[src/rtl/mfhwt_pkg.sv]
// Shared constants and FSM state encodings for the ping-pong line buffer sequencer.
package mfhwt_pkg;

  localparam int WIDTH = 640;
  localparam int ROWS  = 4;

  typedef enum logic {
    WR_FILL = 1'b0,
    WR_WAIT = 1'b1
  } wr_state_t;

  typedef enum logic {
    RD_IDLE  = 1'b0,
    RD_BURST = 1'b1
  } rd_state_t;

endpackage

[src/rtl/mfhwt_ppbuf_rdseq.sv]
// Read sequencer: drains one bank as a WIDTH-word burst, paced by downstream ready.
module mfhwt_ppbuf_rdseq #(
  parameter int WIDTH = mfhwt_pkg::WIDTH,
  parameter int CW    = 10
) (
  input  logic iClk,
  input  logic iRst_n,
  input  logic iStart,
  input  logic iOutReady,
  output logic oRdFire,
  output logic oRdIdle,
  output logic oValid,
  output logic oBankDone
);
  import mfhwt_pkg::*;

  rd_state_t     r_state, w_stateNext;
  logic [CW-1:0] r_rdcnt, w_rdcntNext;
  logic          r_valid, r_bankDone;
  logic          w_fire, w_last;

  assign oRdFire   = w_fire;
  assign oRdIdle   = (r_state == RD_IDLE);
  assign oValid    = r_valid;
  assign oBankDone = r_bankDone;

  always_comb begin
    w_stateNext = r_state;
    w_rdcntNext = r_rdcnt;
    w_fire      = (r_state == RD_BURST) & iOutReady;
    w_last      = (r_rdcnt == CW'(WIDTH - 1));
    case (r_state)
      RD_IDLE: begin
        if (iStart) begin
          w_stateNext = RD_BURST;
          w_rdcntNext = '0;
        end
      end
      RD_BURST: begin
        if (w_fire) begin
          if (w_last) begin
            w_stateNext = RD_IDLE;
            w_rdcntNext = '0;
          end else begin
            w_rdcntNext = r_rdcnt + 1'b1;
          end
        end
      end
      default: w_stateNext = RD_IDLE;
    endcase
  end

  // oValid trails the read request by the buffer's one-cycle read latency.
  always_ff @(posedge iClk) begin
    if (!iRst_n) begin
      r_state    <= RD_IDLE;
      r_rdcnt    <= '0;
      r_valid    <= 1'b0;
      r_bankDone <= 1'b0;
    end else begin
      r_state    <= w_stateNext;
      r_rdcnt    <= w_rdcntNext;
      r_valid    <= w_fire;
      r_bankDone <= w_fire & w_last;
    end
  end

endmodule

[src/rtl/mfhwt_ppbuf_ctrl.sv]
// Ping-pong line buffer sequencer: fills one bank row by row, swaps, drains the other.
// Optional sticky error checking is enabled by defining MFHWT_PPBUF_CTRL_CHK_EN.
module mfhwt_ppbuf_ctrl #(
  parameter int WIDTH = mfhwt_pkg::WIDTH,
  parameter int ROWS  = mfhwt_pkg::ROWS,
  parameter int CW    = 10
) (
  input  logic        iClk,
  input  logic        iRst_n,
  input  logic        iValid,
  input  logic [15:0] iData,
  output logic        oReady,
  output logic [15:0] oBufData,
  output logic [7:0]  oBufWrreq,
  output logic        oBufSelect,
  output logic [1:0]  oBufRdreq,
  input  logic [7:0]  iBufFull,
  input  logic [1:0]  iBufEmpty,
  input  logic        iOutReady,
  output logic        oValid,
  output logic        oBankDone,
  output logic        oErr
);
  import mfhwt_pkg::*;

  wr_state_t     r_wrState, w_wrStateNext;
  logic [CW-1:0] r_col, w_colNext;
  logic [1:0]    r_row, w_rowNext;
  logic          r_sel, w_selNext;
  logic [15:0]   r_bufData;
  logic [7:0]    r_bufWrreq;
  logic          w_accept, w_swap, w_rdIdle, w_rdFire;

  // Ready is held low while in reset so nothing is taken during that cycle.
  assign oReady     = iRst_n & (r_wrState == WR_FILL);
  assign w_accept   = iValid & oReady;
  assign w_swap     = (r_wrState == WR_WAIT) & w_rdIdle;
  assign oBufData   = r_bufData;
  assign oBufWrreq  = r_bufWrreq;
  assign oBufSelect = r_sel;
  assign oBufRdreq  = (iRst_n & w_rdFire) ? (r_sel ? 2'b01 : 2'b10) : 2'b00;

  always_comb begin
    w_wrStateNext = r_wrState;
    w_colNext     = r_col;
    w_rowNext     = r_row;
    w_selNext     = r_sel;
    case (r_wrState)
      WR_FILL: begin
        if (w_accept) begin
          if (r_col == CW'(WIDTH - 1)) begin
            w_colNext = '0;
            if (r_row == 2'(ROWS - 1)) begin
              w_rowNext     = '0;
              w_wrStateNext = WR_WAIT;
            end else begin
              w_rowNext = r_row + 1'b1;
            end
          end else begin
            w_colNext = r_col + 1'b1;
          end
        end
      end
      WR_WAIT: begin
        if (w_swap) begin
          w_wrStateNext = WR_FILL;
          w_colNext     = '0;
          w_rowNext     = '0;
          w_selNext     = ~r_sel;
        end
      end
      default: w_wrStateNext = WR_FILL;
    endcase
  end

  // Write side registers; the write request is a one-cycle pulse per accepted pixel.
  always_ff @(posedge iClk) begin
    if (!iRst_n) begin
      r_wrState  <= WR_FILL;
      r_col      <= '0;
      r_row      <= '0;
      r_sel      <= 1'b0;
      r_bufData  <= '0;
      r_bufWrreq <= '0;
    end else begin
      r_wrState  <= w_wrStateNext;
      r_col      <= w_colNext;
      r_row      <= w_rowNext;
      r_sel      <= w_selNext;
      r_bufWrreq <= w_accept ? (8'd1 << {r_sel, r_row}) : 8'd0;
      if (w_accept) begin
        r_bufData <= iData;
      end
    end
  end

  mfhwt_ppbuf_rdseq #(
    .WIDTH(WIDTH),
    .CW   (CW)
  ) u_rdseq (
    .iClk     (iClk),
    .iRst_n   (iRst_n),
    .iStart   (w_swap),
    .iOutReady(iOutReady),
    .oRdFire  (w_rdFire),
    .oRdIdle  (w_rdIdle),
    .oValid   (oValid),
    .oBankDone(oBankDone)
  );

`ifdef MFHWT_PPBUF_CTRL_CHK_EN
  logic       r_err;
  logic [3:0] w_wrBankFull;
  logic       w_errHit;

  // A swap away from a bank that is not completely full is flagged but still taken.
  always_comb begin
    w_wrBankFull = r_sel ? iBufFull[7:4] : iBufFull[3:0];
    w_errHit     = (|(r_bufWrreq & iBufFull)) | (|(oBufRdreq & iBufEmpty)) |
                   (w_swap & (w_wrBankFull != 4'hF));
  end

  always_ff @(posedge iClk) begin
    if (!iRst_n) begin
      r_err <= 1'b0;
    end else if (w_errHit) begin
      r_err <= 1'b1;
    end
  end

  assign oErr = r_err;
`else
  logic w_unused;
  assign w_unused = ^{iBufFull, iBufEmpty};
  assign oErr     = 1'b0;
`endif

endmodule

[config.mk]
export PLATFORM = sky130hd
export DESIGN_NAME = mfhwt_ppbuf_ctrl
export DESIGN_NICKNAME = d
export VERILOG_FILES = /design/src/rtl/mfhwt_pkg.sv /design/src/rtl/mfhwt_ppbuf_rdseq.sv /design/src/rtl/mfhwt_ppbuf_ctrl.sv
export SDC_FILE = /design/constraint.sdc
export NUM_CORES = 1
export LEC_CHECK = 0
export BUFFER_PORTS_ARGS = -buffer_cell sky130_fd_sc_hd__clkbuf_2
export CORE_MARGIN = 2
export CORE_UTILIZATION = 46
export DETAILED_ROUTE_END_ITERATION = 7
export HOLD_SLACK_MARGIN = 0.15
export PLACE_DENSITY = 0.77
export REMOVE_ABC_BUFFERS = 1
export SLEW_MARGIN = 20
export SYNTH_ARGS = -nofsm -noshare
export SYNTH_HDL_FRONTEND = slang
export SYNTH_SLANG_ARGS = --single-unit
export TNS_END_PERCENT = 1
[constraint.sdc]
create_clock -name iClk -period 4.99 [get_ports iClk]
set_clock_uncertainty 0.2 [all_clocks]
set_input_delay 1.497 -clock iClk [delete_from_list [all_inputs] [get_ports iClk]]
set_output_delay 1.497 -clock iClk [all_outputs]
set_load 0.005 [all_outputs]
==> Yosys cells after proc, flatten, opt, wreduce, memory -nomap -nowiden <==
Index checks and enable logic that the tools add are counted.
{ "classes": {"n_eq_ne": 8, "muxes": 23, "shift": 1, "add_sub_neg": 3, "n_reduce_logical": 5, "bitwise": 9} }
{ "ops": {"columns": ["op", "n"], "rows": [
  ["$mux 10", 5],
  ["$pmux 10 s2", 2],
  ["$add 10x1->10 const B", 2],
  ["$eq 10x10->1 const B", 2],
  ["$mux 2", 6],
  ["$reduce_and 2->1", 4],
  ["$shl 1x3->8 const A", 1],
  ["$mux 1", 7],
  ["$and 1x1->1", 6],
  ["$ne 2x1->1 const B", 3],
  ["$ne 2x2->1 const B", 2],
  ["$pmux 1 s2", 2],
  ["$pmux 2 s2", 1],
  ["$not 1->1", 3],
  ["$reduce_and 3->1", 1],
  ["$add 2x1->2 const B", 1],
  ["$eq 2x2->1 const B", 1]
]} }
{ "totals": {"ff_bits": 51, "input_bits": 30, "out_inout_bits": 31, "elab_cells": 59} }

==> Depth between registers and ports, before layout <==
Gate-level depths: netlist of run 1.
{ "depth": {"ltp_word": 5, "ltp_mapped": 6, "ltp_nobuf": 5} }

==> By module <==
A second synthesis of run 1 with hierarchy kept.
{ "hier_totals": {"cells_unflattened": 251, "area_unflattened_um2": 2225.9} }
{ "modules_own_cells": {"columns": ["module", "cells_per_inst", "area_per_inst_um2", "seq_area_each_um2", "n_inst"], "rows": [
  ["mfhwt_ppbuf_ctrl", 180, 1616.6, 760.7, 1],
  ["mfhwt_ppbuf_rdseq", 71, 609.3, 260.2, 1]
]} }

==> Worst setup path after synthesis of run 1 <==
OpenSTA, ideal clock, no wires.
{ "synth_timing": {"path_type": "input-to-output", "startpoint": "input port iOutReady", "endpoint": "output port oBufRdreq[0]", "path_buffers": 1, "stages": 3, "required_time_ps": 3293, "path_slack_ps": 1318, "arrival_time_ps": 1975, "path_cell_list": "and2_1 -> clkbuf_1 -> and3_1"} }
{ "synth_between": {"elab_chain_cells": 3} }
{ "synth_rtl": {"columns": ["element", "line_no", "text"], "rows": [
  ["start: declaration", "mfhwt_ppbuf_ctrl.sv:19", "input logic iOutReady,"],
  ["$and 1x1->1", "mfhwt_ppbuf_rdseq.sv:30", "w_fire = (r_state == RD_BURST) & iOutReady;"],
  ["$and 1x1->1", "mfhwt_ppbuf_ctrl.sv:41", "assign oBufRdreq = (iRst_n & w_rdFire) ? (r_sel ? 2'b01 : 2'b10) : 2'b00;"],
  ["$mux 2", "mfhwt_ppbuf_ctrl.sv:41", null],
  ["end: declaration", "mfhwt_ppbuf_ctrl.sv:16", "output logic [1:0] oBufRdreq,"]
]} }
Every way passes these cells.

==> Worst setup path in the final report of run 1 <==
{ "layout_timing": {"startpoint": "input port iRst_n", "endpoint": "output port oBufRdreq[1]"} }
{ "layout_between": {"elab_chain_cells": 2} }
{ "layout_rtl": {"columns": ["element", "line_no", "text"], "rows": [
  ["start: declaration", "mfhwt_ppbuf_ctrl.sv:9", "input logic iRst_n,"],
  ["$and 1x1->1", "mfhwt_ppbuf_ctrl.sv:41", null],
  ["$mux 2", "mfhwt_ppbuf_ctrl.sv:41", null]
]} }
Every way passes these cells.

==> results of run 1 <==
worst min-delay path, delay by kind of cell (launching register included):
kind             cells  cell delay (ns)
AND/OR/NAND/NOR      2             0.10
flip-flops           1             0.32
logic make-up (layout without fill, tap and decap cells):
group	Yosys count	after routing	synth area share, %
AO/OA/AOI/OAI	30	30	11.04
XOR/XNOR	9	9	3.641
adder cells (fa/ha/maj)	6	6	3.468
buffers and inverters	17	63	4.047
flip-flops	51	51	47.17
multiplexers	2	2	0.9249
other	1	1	0.1732
AND/OR/NAND/NOR	126	126	29.54
registers in the layout, summed over array words and instances (netlist names):
register           cells
oBufData              16
r_col                 10
u_rdseq.r_rdcnt       10
oBufWrreq              8
r_row                  2
oBufSelect             1
r_wrState              1
u_rdseq.oBankDone      1
u_rdseq.oValid         1
u_rdseq.r_state        1
cell usage in the layout, fill, tap and decap left out, types with 2 or more instances in the layout:
cell / count
nor4_1: 2
nor3_1: 3
o2111ai_1: 3
nand3_1: 22
o21ai_0: 3
ha_1: 6
xor2_1: 4
and3_1: 7
nand3b_1: 2
and2_1: 5
a21boi_0: 2
clkbuf_2: 49
nor2b_1: 4
nand4b_1: 2
mux2i_1: 2
dfxtp_1: 51
a22oi_1: 2
nor2_1: 14
nor3b_1: 6
clkbuf_8: 7
a32oi_1: 2
inv_1: 4
a21oi_1: 4
o21ai_2: 3
xnor2_1: 5
buf_4: 2
nand2_1: 46
a31oi_1: 3
nand4_1: 4
metrics by stage:
step | hold slack, ns | setup WS, ns | cell area, sq um
after floorplan | 0.2503 | 1.409 | 2092
after global placement | 0.2410 | 0.9720 | 2417
after detailed placement | 0.2472 | 0.9864 | 2417
after CTS | 0.2605 | 1.026 | 2517
after global routing | 0.2756 | 0.9759 | 2517
final | 0.2551 | 1.062 | 2517
path summary, 6_finish.rpt:
kind	start	end	slack (ns)	cells past startpoint
hold / removal	oBufData[7]	oBufData[7]	0.26	2
setup reg to reg	r_wrState	r_wrState	2.65	4
hold reg to reg	oBufData[7]	oBufData[7]	0.26	2
setup / recovery	iRst_n	oBufRdreq[1]	1.06	4
power groups by stage:
stage	logic [mW]	registers (mW)	clock network (mW)
after floorplan	0.0178	0.433	0
after global placement	0.0458	0.432	0
after detailed placement	0.0462	0.433	0
after CTS	0.0463	0.423	0.258
after global routing	0.0518	0.424	0.270
final	0.0456	0.423	0.250
layer usage:
metal / up-vias / share of wire, %
met2: 22 / 49
met1: 808 / 47
met5: - / 0
met3: 5 / 2.6
met4: 0 / 1.6
li1: 931 / -
area by class of cell:
type,count,area (sq um),share of cell area (%)
Multi-Input combinational cell,174,1056,41.95
Sequential cell,51,1021,40.56
Timing Repair Buffer,51,260.3,10.34
Clock buffer,8,100.1,3.976
Tap cell,52,65.06,2.584
Inverter,4,15.01,0.5964
==> results.json, run 1 <==
{
  "final_layout_size_suffix_gt1_share_pct": 22.92,
  "rsz0062_at_grt": "false",
  "p_seq_share_pct": 58.8,
  "fp.dieH_um": 72.60,
  "path_class": "primary input to output pin",
  "use_met2_pct": 26.57,
  "syn_inst": 242,
  "ys_warn_count": 0,
  "synth.largest_area_cell": "dfxtp_1",
  "core_sq_um": 4444,
  "synth_ff_type": "dfxtp_1",
  "grt_pass1_wl_um": 6803,
  "period_needed_ns": 3.928,
  "grt-busiest-layer": "met2",
  "cp_data_required_time_ns": 3.29,
  "path_buf_inv": 2,
  "setup_violations": 0,
  "dpl.hpwl_um": 2969,
  "setup_tns_ns": 0,
  "final_core_util_pct": 56.64,
  "syn_to_final_growth_pct": 16.30,
  "synthArstFlopShare_pct": 0,
  "crit_path_top_delay_cell": "clkbuf_2",
  "use_met3_pct": 3.453,
  "yosys.area.top_type_share_pct": 47.17,
  "synth_common_cells": "dfxtp_1, nand2_1, nand3_1",
  "fp.dieW_um": 72.60,
  "cts_setup_buffers": 0,
  "power.internal_mw": 0.5639,
  "synth-edff-count": 0,
  "cts_tree": "built",
  "grt_max_degree": 27,
  "grt_util_all_layers_pct": 16.18,
  "vias_per_cell": 5.194,
  "post_cts_resized": 0,
  "cp_top_family": "simple AND/OR/NAND/NOR gates",
  "htree_levels": 2,
  "total_power_mw": 0.7188,
  "cts-root-buf": "clkbuf_8",
  "fin_nets": 323,
  "cts_hold_buffers": 0,
  "wire_per_inst_um": 11.94,
  "drt_first_pass_iters": 4,
  "io_buffers": 49,
  "avgSynthCellArea_sq_um": 8.945,
  "clk_pin_slew_ns": 0.08,
  "dp.cells": 332,
  "initial_utilization_pct": 48.70,
  "switchingPower_mw": 0.1549,
  "io_pins": 61,
  "min_path_type": "register to register",
  "wirelength_um": 4061,
  "period_share_pct": 78.71,
  "crit_top_cell": "clkbuf_2",
  "worst_slew_pin_slew_ns": 0.9053,
  "grt_pass1_vias": 1584,
  "power_leakage_nw": 1.120,
  "hold_violations": 0,
  "overflow": 0,
  "synth_area_leaders": "dfxtp_1, nand2_1, nand3_1, ha_1, nor2_1",
  "use_met1_pct": 20.28,
  "num_vias": 1766,
  "path_cells": "clkbuf_2, nand3_1, nor2_1, clkbuf_2",
  "yosysSeqAreaShare_pct": 47.17,
  "gp_congestion": 0.7816,
  "clock_latency_ns": 0.29,
  "relSlewSlack_pct": 39.46,
  "numCtsBuffers": 5,
  "die_area_sq_um": 5270,
  "maxCapViolations": 0,
  "status": "complete, no violations",
  "pwr-share-comb_pct": 6.3,
  "startpoint_type": "primary input",
  "drt_iter0_drc": 126,
  "rows": 24,
  "n_fill_cell": 407,
  "drtAntennaViolNets": 0,
  "drc_errors": 0,
  "clock_power_share_pct": 34.8,
  "clk_path_buf_depth": 2,
  "ys_types": 47,
  "final_cells": 340,
  "p_per_area_nw_per_um2": 285.5,
  "synth_area_sq_um": 2165,
  "synth_most_common_cell": "dfxtp_1",
  "slowest_delay_ns": 0.24,
  "slew_viol_final": 0,
  "vdd_ir_drop_max_mv": 0.09615,
  "cp-end-kind": "output pin",
  "fmax_mhz": 254.6,
  "worstPathArrival_ns": 2.23,
  "synth_seq_cells": 51,
  "insertedDiodeCount": 0,
  "cts_sinks": 51,
  "swShare_pct": 21.55,
  "worstPathMaxFanout": 13,
  "antenna_found_initial": 0
}
Note: power is estimated with default switching activity, not from simulation.
==> run 2: changes to the inputs <==
--- a/config.mk
+++ b/config.mk
@@ -5,12 +5,13 @@
 export SDC_FILE = /design/constraint.sdc
 export NUM_CORES = 1
 export LEC_CHECK = 0
+export ABC_AREA = 1
 export BUFFER_PORTS_ARGS = -buffer_cell sky130_fd_sc_hd__clkbuf_2
 export CORE_MARGIN = 2
 export CORE_UTILIZATION = 46
 export DETAILED_ROUTE_END_ITERATION = 7
 export HOLD_SLACK_MARGIN = 0.15
-export PLACE_DENSITY = 0.77
+export PLACE_DENSITY = 0.79
 export REMOVE_ABC_BUFFERS = 1
 export SLEW_MARGIN = 20
 export SYNTH_ARGS = -nofsm -noshare
==> constraint.sdc (replaced) <==
create_clock -name iClk -period 3.45 [get_ports iClk]
set_clock_uncertainty 0.2 [all_clocks]
set_input_delay 1.035 -clock iClk [delete_from_list [all_inputs] [get_ports iClk]]
set_output_delay 1.035 -clock iClk [all_outputs]
set_load 0.005 [all_outputs]
==> run 2 against run 1 <==
Non-clock buffer count unchanged. Combinational power increased by 86%. Count of clock-buffer cells in the layout decreased by 3. Worst setup slack got worse by 0.48 ns.
==> results.json, run 2 <==
{
  "status": "complete, no violations",
  "p_seq_share_pct": 55.6,
  "timing.rr.end": "u_rdseq.r_rdcnt[5]",
  "syn_inst": 307,
  "cts_setup_buffers": 0,
  "power.internal_mw": 0.8516,
  "cp_top_family": "simple AND/OR/NAND/NOR gates",
  "p_per_area_nw_per_um2": 412.4,
  "power_leakage_nw": 1.232,
  "rsz0062_at_grt": "false",
  "ys_types": 29,
  "cts_hold_buffers": 0,
  "synth.largest_area_cell": "dfxtp_1",
  "period_share_pct": 83.24,
  "multi_input_area_sq_um": 1087,
  "yosysSeqAreaShare_pct": 44.69,
  "worstPathMaxFanout": 7,
  "vdd_ir_drop_max_mv": 0.2565,
  "grt_max_degree": 28,
  "hold_depth": 2,
  "setup_tns_ns": 0,
  "final_layout_size_suffix_gt1_share_pct": 22.41,
  "crit_path_top_delay_cell": "nor3_1",
  "n_fill_cell": 466,
  "slew_viol_final": 0,
  "hp-start": "oBufData[1]",
  "regToRegStartpoint": "u_rdseq.r_rdcnt[0]",
  "vias_per_cell": 4.840,
  "htree_levels": 2,
  "rows": 25,
  "pwr-share-comb_pct": 7.6,
  "drtAntennaViolNets": 0,
  "avgSynthCellArea_sq_um": 7.442,
  "hold_violations": 0,
  "die_area_sq_um": 5547,
  "yosys.area.top_type_share_pct": 44.69,
  "clock_latency_ns": 0.30,
  "core_sq_um": 4755,
  "numCtsBuffers": 5,
  "clock_power_share_pct": 36.8,
  "grt_pass1_wl_um": 7797,
  "ys_warn_count": 0,
  "switchingPower_mw": 0.2579,
  "clk_pin_slew_ns": 0.09,
  "worstHoldEndpoint": "oBufData[1]",
  "synth_area_leaders": "dfxtp_1, nand2_1, nand3_1, nor2_1, inv_1",
  "cp-end-kind": "output pin",
  "worstPathArrival_ns": 1.64,
  "io_pins": 61,
  "wire_per_inst_um": 11.11,
  "path_class": "primary input to output pin",
  "cts_tree": "built",
  "synth_common_cells": "nand2_1, dfxtp_1, nand3_1",
  "cts_sinks": 51,
  "synthArstFlopShare_pct": 0,
  "final_core_util_pct": 56.58,
  "post_cts_resized": 0,
  "drt_first_pass_iters": 4,
  "swShare_pct": 23.24,
  "grt_util_all_layers_pct": 17.54,
  "overflow": 0,
  "maxCapViolations": 0,
  "r2r_cells": 8,
  "regArea_sq_um": 1021,
  "final_common_cell": "nand2_1",
  "io_buffers": 49,
  "fin_nets": 393,
  "cts-root-buf": "clkbuf_8",
  "initial_utilization_pct": 48.05,
  "path_buf_inv": 2,
  "synth_area_sq_um": 2285,
  "cp_data_required_time_ns": 2.21,
  "syn_to_final_growth_pct": 17.74,
  "period_needed_ns": 2.872,
  "r2r_slack_ns": 1.67,
  "synth_seq_cells": 51,
  "clk_path_buf_depth": 2,
  "fmax_mhz": 348.2,
  "fp.dieW_um": 74.48,
  "gp_congestion": 0.8253,
  "path_cells": "clkbuf_2, nand2_1, nor3_1, clkbuf_2",
  "dpl.hpwl_um": 3397,
  "drt_iter0_drc": 84,
  "min_path_type": "register to register",
  "grt_pass1_vias": 1918,
  "fp.dieH_um": 74.48,
  "antenna_found_initial": 0,
  "num_vias": 2052,
  "synth_ff_type": "dfxtp_1",
  "slowest_delay_ns": 0.22,
  "insertedDiodeCount": 0,
  "synth_most_common_cell": "nand2_1",
  "synth-edff-count": 0,
  "final_cell_mix": "nand2_1, dfxtp_1, clkbuf_2, nand3_1, nor2_1",
  "drc_errors": 0,
  "crit_top_cell": "clkbuf_2",
  "largest_register_ffs": 16,
  "wirelength_um": 4710,
  "startpoint_type": "primary input",
  "setup_violations": 0
}
-- run 2: changes by cell type after synthesis, moves of 5 or more --
cell / change
and3_1: -7
inv_1: +24
and2_1: -5
o21ai_0: +6
clkbuf_1: -8
nor3b_1: -6
a21oi_1: +13
nand3_1: +10
nand2_1: +42
nor2_1: +15
-- run 2: cell type report --
type / instances / share of cell area [%]
inverter: 33 / 4.884
sequential: 51 / 37.95
clock buffer: 5 / 2.558
multi-input combinational: 215 / 40.42
clock inverter: 2 / 1.395
tap: 67 / 3.116
timing repair buffer: 51 / 9.674
-- run 2: how the worst max path moves through the flow --
stage	from	end	slack, ns	cells past startpoint
2_1_floorplan	iRst_n	oBufRdreq[0]	0.82	2
3_3_place_gp	iRst_n	oReady	0.59	5
3_5_place_dp	iOutReady	oBufRdreq[1]	0.59	4
4_1_cts	iRst_n	oReady	0.59	5
5_1_grt	iOutReady	oBufRdreq[0]	0.51	4
6_report	iOutReady	oBufRdreq[0]	0.58	4
-- run 2: per-stage QoR --
step | worst slack (ns) | instance area, sq um | power, mW | hold slack [ns] | std cells
2_1_floorplan | 0.8152 | 2240 | 0.6715 | 0.2517 | 299
3_3_place_gp | 0.5914 | 2584 | 0.7138 | 0.2526 | 417
3_5_place_dp | 0.5937 | 2584 | 0.7163 | 0.2577 | 417
4_1_cts | 0.5915 | 2690 | 1.116 | 0.2710 | 424
5_1_grt | 0.5072 | 2690 | 1.146 | 0.2873 | 424
6_report | 0.5783 | 2690 | 1.109 | 0.2682 | 424
-- run 2: power groups by stage --
stage	clock network, mW	registers [mW]	logic (mW)
floorplan	0	0.631	0.0409
global placement	0	0.630	0.0841
detailed placement	0	0.630	0.0858
CTS	0.414	0.617	0.0859
global route	0.431	0.619	0.0953
finish	0.408	0.617	0.0848
-- run 2: layer usage --
metal  part of all wire [%]  routed length (um)  vias up  track usage, %
li1                       -                   -     1073               -
met1                     44                2051      923           20.55
met2                     51                2398       47           31.37
met3                    4.0                 190        9           3.794
met4                    1.5                  70        0           6.349
met5                      0                   0        -               0
-- run 2: cell families after synthesis --
logic type | Yosys count | share of synthesized area (%)
other cells | 1 | 0.1641
fa+ha+maj | 6 | 3.286
flops | 51 | 44.69
simple gates | 177 | 36.69
buf+inv | 41 | 7.721
compound gates | 28 | 6.298
xor+xnor | 3 | 1.150
-- run 2: worst min-delay path: stages, from the launching register on --
cell	delay, ns
dfxtp_1	0.32
nand3_1	0.07
nand2_1	0.04
